### src/rtl/dmem_arbiter_if.sv
// Bus bundle between the two data-memory requesters, the arbiter and the single memory port.
// The slave modport is the arbiter's view. The master modport is the requester/memory side.
interface dmem_arbiter_if;
  logic        m0_req;
  logic        m1_req;
  logic [15:0] m0_addr;
  logic [15:0] m1_addr;
  logic [15:0] m0_wdata;
  logic [15:0] m1_wdata;
  logic [1:0]  m0_we;
  logic [1:0]  m1_we;
  logic        m1_lock;
  logic        m0_gnt;
  logic        m1_gnt;
  logic        m0_rvalid;
  logic        m1_rvalid;
  logic [15:0] m0_rdata;
  logic [15:0] m1_rdata;
  logic [15:0] mem_addr;
  logic        mem_oe;
  logic [15:0] mem_dout;
  logic [1:0]  mem_we;
  logic [15:0] mem_din;

  modport slave (
    input  m0_req, m1_req, m0_addr, m1_addr, m0_wdata, m1_wdata, m0_we, m1_we, m1_lock, mem_din,
    output m0_gnt, m1_gnt, m0_rvalid, m1_rvalid, m0_rdata, m1_rdata,
    output mem_addr, mem_oe, mem_dout, mem_we
  );

  modport master (
    output m0_req, m1_req, m0_addr, m1_addr, m0_wdata, m1_wdata, m0_we, m1_we, m1_lock, mem_din,
    input  m0_gnt, m1_gnt, m0_rvalid, m1_rvalid, m0_rdata, m1_rdata,
    input  mem_addr, mem_oe, mem_dout, mem_we
  );
endinterface

### src/rtl/dmem_arbiter.sv
// Two-master data-memory arbiter: round-robin with a bounded m1 lock, one registered access per cycle.
// Define DMEM_ARB_FIXED_PRI_EN to give m0 fixed priority instead of round-robin.
module dmem_arbiter #(
  parameter int unsigned LOCK_MAX = 8
) (
  input logic           clk,
  input logic           rst,
  dmem_arbiter_if.slave bus
);

  localparam logic [3:0] LOCK_LIM = 4'(LOCK_MAX);

  typedef enum logic {LOCK_OPEN, LOCK_HELD} lock_state_e;

  lock_state_e lock_q, lock_d;
  logic [3:0]  lock_cnt_q, lock_cnt_d;

`ifndef DMEM_ARB_FIXED_PRI_EN
  typedef enum logic {LAST_M0, LAST_M1} last_e;
  last_e last_q, last_d;
`endif

  logic        acc_vld_q, acc_vld_d;
  logic        acc_own_q, acc_own_d;
  logic [15:0] acc_addr_q, acc_addr_d;
  logic [15:0] acc_wdata_q, acc_wdata_d;
  logic [1:0]  acc_we_q, acc_we_d;

  logic gnt0, gnt1, m0_pri, mem_live, rd_live;

  // Grant decode; the lock outranks arbitration unless the lock budget is spent and m0 waits.
  always_comb begin
    gnt0   = 1'b0;
    gnt1   = 1'b0;
    m0_pri = 1'b1;
`ifndef DMEM_ARB_FIXED_PRI_EN
    m0_pri = (last_q == LAST_M1);
`endif
    if (rst) begin
      if (lock_q == LOCK_HELD && bus.m1_req) begin
        if (lock_cnt_q >= LOCK_LIM && bus.m0_req) gnt0 = 1'b1;
        else                                      gnt1 = 1'b1;
      end else if (bus.m0_req && bus.m1_req) begin
        gnt0 = m0_pri;
        gnt1 = !m0_pri;
      end else begin
        gnt0 = bus.m0_req;
        gnt1 = bus.m1_req;
      end
    end
  end

  always_comb begin
    lock_d     = LOCK_OPEN;
    lock_cnt_d = '0;
    if (gnt1 && bus.m1_lock) begin
      lock_d     = LOCK_HELD;
      lock_cnt_d = (lock_cnt_q == 4'hF) ? lock_cnt_q : lock_cnt_q + 4'd1;
    end
`ifndef DMEM_ARB_FIXED_PRI_EN
    last_d = last_q;
    if (gnt0)      last_d = LAST_M0;
    else if (gnt1) last_d = LAST_M1;
`endif
    acc_vld_d   = gnt0 || gnt1;
    acc_own_d   = gnt1;
    acc_addr_d  = gnt1 ? bus.m1_addr  : bus.m0_addr;
    acc_wdata_d = gnt1 ? bus.m1_wdata : bus.m0_wdata;
    acc_we_d    = gnt1 ? bus.m1_we    : bus.m0_we;
  end

  always_ff @(posedge clk) begin
    if (!rst) begin
      lock_q      <= LOCK_OPEN;
      lock_cnt_q  <= '0;
`ifndef DMEM_ARB_FIXED_PRI_EN
      last_q      <= LAST_M1;
`endif
      acc_vld_q   <= 1'b0;
      acc_own_q   <= 1'b0;
      acc_addr_q  <= '0;
      acc_wdata_q <= '0;
      acc_we_q    <= '0;
    end else begin
      lock_q      <= lock_d;
      lock_cnt_q  <= lock_cnt_d;
`ifndef DMEM_ARB_FIXED_PRI_EN
      last_q      <= last_d;
`endif
      acc_vld_q   <= acc_vld_d;
      acc_own_q   <= acc_own_d;
      acc_addr_q  <= acc_addr_d;
      acc_wdata_q <= acc_wdata_d;
      acc_we_q    <= acc_we_d;
    end
  end

  // Outputs are gated by rst so the memory port is quiet for the whole reset cycle.
  always_comb begin
    mem_live      = rst && acc_vld_q;
    rd_live       = mem_live && (acc_we_q == 2'b00);
    bus.m0_gnt    = gnt0;
    bus.m1_gnt    = gnt1;
    bus.mem_addr  = mem_live ? acc_addr_q  : '0;
    bus.mem_dout  = mem_live ? acc_wdata_q : '0;
    bus.mem_we    = mem_live ? acc_we_q    : '0;
    bus.mem_oe    = rd_live;
    bus.m0_rvalid = rd_live && !acc_own_q;
    bus.m1_rvalid = rd_live && acc_own_q;
    bus.m0_rdata  = (rd_live && !acc_own_q) ? bus.mem_din : '0;
    bus.m1_rdata  = (rd_live && acc_own_q)  ? bus.mem_din : '0;
  end

endmodule

### src/flat_wrapper.sv
// flat-port wrapper written by rule: the top's interface ports become plain ports
module dmem_arbiter_flat 
#(
  parameter int unsigned LOCK_MAX = 8
)
  (clk, rst, bus_m0_req, bus_m1_req, bus_m0_addr, bus_m1_addr, bus_m0_wdata, bus_m1_wdata, bus_m0_we, bus_m1_we, bus_m1_lock, bus_mem_din, bus_m0_gnt, bus_m1_gnt, bus_m0_rvalid, bus_m1_rvalid, bus_m0_rdata, bus_m1_rdata, bus_mem_addr, bus_mem_oe, bus_mem_dout, bus_mem_we);
  dmem_arbiter_if bus_i ();
  input logic clk;
  input logic rst;
  input wire logic [$bits(bus_i.m0_req)-1:0] bus_m0_req;
  input wire logic [$bits(bus_i.m1_req)-1:0] bus_m1_req;
  input wire logic [$bits(bus_i.m0_addr)-1:0] bus_m0_addr;
  input wire logic [$bits(bus_i.m1_addr)-1:0] bus_m1_addr;
  input wire logic [$bits(bus_i.m0_wdata)-1:0] bus_m0_wdata;
  input wire logic [$bits(bus_i.m1_wdata)-1:0] bus_m1_wdata;
  input wire logic [$bits(bus_i.m0_we)-1:0] bus_m0_we;
  input wire logic [$bits(bus_i.m1_we)-1:0] bus_m1_we;
  input wire logic [$bits(bus_i.m1_lock)-1:0] bus_m1_lock;
  input wire logic [$bits(bus_i.mem_din)-1:0] bus_mem_din;
  output wire logic [$bits(bus_i.m0_gnt)-1:0] bus_m0_gnt;
  output wire logic [$bits(bus_i.m1_gnt)-1:0] bus_m1_gnt;
  output wire logic [$bits(bus_i.m0_rvalid)-1:0] bus_m0_rvalid;
  output wire logic [$bits(bus_i.m1_rvalid)-1:0] bus_m1_rvalid;
  output wire logic [$bits(bus_i.m0_rdata)-1:0] bus_m0_rdata;
  output wire logic [$bits(bus_i.m1_rdata)-1:0] bus_m1_rdata;
  output wire logic [$bits(bus_i.mem_addr)-1:0] bus_mem_addr;
  output wire logic [$bits(bus_i.mem_oe)-1:0] bus_mem_oe;
  output wire logic [$bits(bus_i.mem_dout)-1:0] bus_mem_dout;
  output wire logic [$bits(bus_i.mem_we)-1:0] bus_mem_we;
  assign bus_i.m0_req = bus_m0_req;
  assign bus_i.m1_req = bus_m1_req;
  assign bus_i.m0_addr = bus_m0_addr;
  assign bus_i.m1_addr = bus_m1_addr;
  assign bus_i.m0_wdata = bus_m0_wdata;
  assign bus_i.m1_wdata = bus_m1_wdata;
  assign bus_i.m0_we = bus_m0_we;
  assign bus_i.m1_we = bus_m1_we;
  assign bus_i.m1_lock = bus_m1_lock;
  assign bus_i.mem_din = bus_mem_din;
  assign bus_m0_gnt = bus_i.m0_gnt;
  assign bus_m1_gnt = bus_i.m1_gnt;
  assign bus_m0_rvalid = bus_i.m0_rvalid;
  assign bus_m1_rvalid = bus_i.m1_rvalid;
  assign bus_m0_rdata = bus_i.m0_rdata;
  assign bus_m1_rdata = bus_i.m1_rdata;
  assign bus_mem_addr = bus_i.mem_addr;
  assign bus_mem_oe = bus_i.mem_oe;
  assign bus_mem_dout = bus_i.mem_dout;
  assign bus_mem_we = bus_i.mem_we;
  dmem_arbiter #(.LOCK_MAX(LOCK_MAX)) u_core (.clk(clk), .rst(rst), .bus(bus_i));
endmodule
### config.mk
export PLATFORM = sky130hd
export DESIGN_NAME = dmem_arbiter_flat
export DESIGN_NICKNAME = d
export VERILOG_FILES = /design/src/rtl/dmem_arbiter_if.sv /design/src/rtl/dmem_arbiter.sv /design/src/flat_wrapper.sv
export SDC_FILE = /design/constraint.sdc
export NUM_CORES = 1
export LEC_CHECK = 0
export ABC_CLOCK_PERIOD_IN_PS = 2200
export BUFFER_PORTS_ARGS = -buffer_cell sky130_fd_sc_hd__buf_2
export CORE_MARGIN = 2
export CORE_UTILIZATION = 29
export CTS_CLUSTER_SIZE = 28
export DETAILED_ROUTE_END_ITERATION = 10
export MAX_ROUTING_LAYER = met4
export PLACE_DENSITY = 0.58
export SETUP_SLACK_MARGIN = 0.1
export SYNTH_ARGS = -nofsm -noshare
export SYNTH_HDL_FRONTEND = slang
export SYNTH_SLANG_ARGS = --single-unit
### constraint.sdc
create_clock -name clk -period 2.2 [get_ports clk]
set_clock_uncertainty 0.2 [all_clocks]
set_input_delay 0.44 -clock clk [delete_from_list [all_inputs] [get_ports clk]]
set_output_delay 0.44 -clock clk [all_outputs]
set_load 0.02 [all_outputs]
==> load_flow_metrics.sql <==
INSERT INTO impl_metrics (metric_group, metric, value, unit) VALUES
('outcome', 'outcome', 'complete, no violations', ''),
('die', 'core_region_area', '9328', 'sq um'),
('power_and_ir_drop', 'fin_total_pwr', '2011', 'uW'),
('global_route', 'initial_antenna_violation_count', '0', ''),
('global_route', 'grt_first_pass_wirelength', '13870', 'microns'),
('sta', 'timing.fmax', '462.1', 'MHz'),
('yosys', 'synth-seq-cells', '42', ''),
('sta', 'timing.final.max_slew_violations', '0', ''),
('yosys', 'synth_largest_type_area_fraction', '29.96', '%'),
('cells_and_area', 'final_common_cell', 'buf_2', ''),
('yosys', 'synthesis.area', '2806', 'sq um'),
('yosys', 'synth.yosys.seq_area_share', '29.96', '%'),
('global_route', 'gr-total-overflow', '0', ''),
('cts', 'cts_max_path_buffers', '2', ''),
('drt', 'num_vias', '3271', ''),
('global_route', 'grt_max_degree', '98', ''),
('yosys', 'synthesis.area_per_instance', '8.018', 'sq um'),
('die', 'floorplan.io_pins', '160', ''),
('die', 'placementRows', '35', ''),
('min_path', 'holdCritPathClass', 'in2reg', ''),
('drt', 'drt_iter0_markers', '146', ''),
('cells_and_area', 'diodes', '0', ''),
('cells_and_area', 'drive_gt1_share', '45.45', '%'),
('cts', 'tritoncts', 'built', ''),
('placed_design', 'post-dp-hpwl', '6677', 'microns'),
('cts', 'cts_buffers', '5', ''),
('drt', 'drc', '0', ''),
('sta', 'setup_violations', '0', ''),
('worst_setup_path', 'required_time_of_the_critical_path', '1560', 'ps'),
('cells_and_area', 'fillerInstances', '932', ''),
('placed_design', 'post-place-ws', '-77.41', 'ps'),
('sta', 'timing.final.crit_period', '2164', 'ps'),
('cells_and_area', 'finish.cell_count_without_fillers', '613', ''),
('sta', 'slew_at_the_pin_closest_to_its_max_slew_limit', '1124', 'ps'),
('die', 'floorplan.die_area', '10480', 'sq um'),
('power_and_ir_drop', 'worst_ir_drop_vdd', '0.0002469', 'V'),
('cts', 'clkLatencyLatePin', '290', 'ps'),
('global_route', 'global_route.usage.total', '17.41', '%'),
('drt', 'drtAntennaViolNets', '0', ''),
('cts', 'root_buffer', 'clkbuf_8', ''),
('cells_and_area', 'seqCellArea', '849.6', 'sq um'),
('placed_design', 'io_buffer_count', '159', ''),
('run', 'max-cap-violations', '0', ''),
('global_route', 'first_global_vias', '2865', ''),
('yosys', 'synth.yosys.warnings', '0', ''),
('cells_and_area', 'fin_util', '44.21', '%'),
('yosys', 'post_synth_num_cell_types', '32', ''),
('placed_design', 'place_inst', '603', ''),
('worst_setup_path', 'crit_path_max_fanout', '4', ''),
('cts', 'cts-hold-fix-buffers', '0', ''),
('drt', 'first_pass_iters', '4', ''),
('die', 'die_extent_in_x', '102.4', 'microns'),
('cells_and_area', 'nets', '574', ''),
('yosys', 'ys_top_cells_by_area', 'dfxtp_1 30%, o211ai_1 9.1%, and3_1 7.6%', ''),
('sta', 'finalHoldViolations', '0', ''),
('die', 'starting_utilization_of_the_core_area', '30.09', '%'),
('cts', 'cts_setup_buffers', '0', ''),
('sta', 'rsz0062_at_grt', 'true', ''),
('cts', 'cts_num_sinks', '42', ''),
('sta', 'post-route-period-util', '98.36', '%'),
('sta', 'relSlewSlack', '24.72', '%'),
('cells_and_area', 'area_of_combinational_cells_with_multiple_inputs', '1829', 'sq um'),
('worst_setup_path', 'cp-start-kind', 'flip-flop', ''),
('yosys', 'postSynthCellCount', '350', ''),
('power_and_ir_drop', 'power_density', '487.6', 'nW/um^2'),
('worst_setup_path', 'cp_data_arrival_time', '1520', 'ps'),
('yosys', 'postSynthNetCount', '441', ''),
('cells_and_area', 'layout-area-overhead-vs-synth', '46.95', '%'),
('power_and_ir_drop', 'leakagePower', '0.001993', 'uW'),
('worst_setup_path', 'crit_path_category', 'reg2out', ''),
('die', 'die_h', '102.4', 'microns'),
('sta', 'fin_hold_ws', '201.1', 'ps'),
('cts', 'cts-htree-levels', '2', ''),
('drt', 'totalWireLength', '9846', 'microns'),
('yosys', 'synth_area_leader_cell', 'dfxtp_1', ''),
('cts', 'worst_setup_hold_path_clk_slew', '90', 'ps'),
('cells_and_area', 'final_cell_mix', '123 x buf_2, 38 x buf_6, 37 x nand3_1, 37 x dfxtp_1', ''),
('placed_design', 'finalWeightedCongestion', '0.7818', ''),
('worst_setup_path', 'timing.critical_path.to_type', 'output pin', ''),
('drt', 'wire_per_inst', '16.06', 'microns'),
('sta', 'post-route-worst-setup-slack', '36.00', 'ps'),
('drt', 'post_drt_via_cell_ratio', '5.336', '');
## power by group
group | switching [uW] | total, uW | internal (uW)
Combinational | 301 | 527 | 226
Sequential | 25.3 | 855 | 830
Clock | 289 | 629 | 339
## metrics by stage
step                instance area [sq um]  setup TNS, ps
floorplan                            2806              0
global placement                     3657         -266.7
detailed placement                   3657         -633.2
CTS                                  3795              0
global route                         4124         -463.9
finish                               4124              0
## final cells by class
class / count / share of cell area, %
well taps: 129 / 3.914
inverters: 4 / 0.3641
clock buffers: 6 / 1.760
repair buffers: 173 / 28.09
clock inverters: 2 / 0.9102
flip-flops and latches: 42 / 20.60
multi-input cells: 257 / 44.36
## path summary, 6_finish.rpt
check	from	end	slack, ps	depth (start not counted)
max reg2reg	u_core.lock_q	u_core.lock_cnt_q[3]	530	4
min	bus_m1_addr[4]	u_core.acc_addr_q[4]	200	3
min reg2reg	u_core.last_q	u_core.last_q	310	2
max	u_core.acc_we_q[0]	bus_m1_rdata[4]	40	4
## critical path: stages (launching register included)
cell and delay [ps]:
dfxtp_4 380, nor4b_4 390, buf_4 210, and2_4 140
buf_6 110
## metal layers
metal | routed length [microns] | share of wire [%] | vias up | global-route usage [%]
li1 | - | - | 1599 | -
met1 | 4082 | 41 | 1528 | 19.78
met2 | 4991 | 51 | 137 | 31.93
met3 | 663 | 6.7 | 7 | 3.010
met4 | 108 | 1.1 | 0 | 3.692
met5 | 0 | 0 | - | -
## synth_stat cells
master and instances:
nand2_2 1, nor3b_1 1, a31oi_1 25, o21a_1 2, nor3_2 1, nand3_1 37
buf_1 1, ha_1 2, nor2_1 4, nor2b_1 2, mux2i_1 1, and2_1 33
o21ai_0 2, inv_1 4, buf_2 24, dfxtp_1 42, nand3b_1 1, a21o_1 1
and3_1 34, nand4_1 34, xnor2_1 1, nor3_1 1, o211ai_1 34, nor4_4 1
and3b_1 24, nor4b_4 1, a21oi_1 2, clkbuf_1 21, a32oi_1 10, nand2_1 1
mux2_2 1, buf_6 1
## cells by family (layout without fill, tap and decap cells)
family / after synthesis / count (layout) / share of synthesized area, %
adders and majority gates: 2 / 2 / 0.8915
xor gates and xnor gates: 1 / 1 / 0.3121
muxes: 2 / 2 / 0.7579
buffers and inverters: 51 / 185 / 8.159
DFF: 42 / 42 / 29.96
and+or+nand+nor: 176 / 176 / 40.61
AOI/OAI and AO/OA: 76 / 76 / 19.30
## registers in the layout, indices dropped and copies added, names as in the netlist
register	cells
u_core.acc_wdata_q	16
u_core.acc_addr_q	16
u_core.lock_q	1
u_core.acc_we_q	2
u_core.acc_own_q	1
u_core.acc_vld_q	1
u_core.last_q	1
u_core.lock_cnt_q	4
## what timing repair did
action | 4_1_cts | 5_1_grt
endpoints found under the hold margin | 0 | 0
resized for setup | 9 | 107
pin swaps | 0 | 17
endpoints found under the setup margin | 34 | 37
gates cloned | 0 | 2
Note: power is estimated with default switching activity, not from simulation.
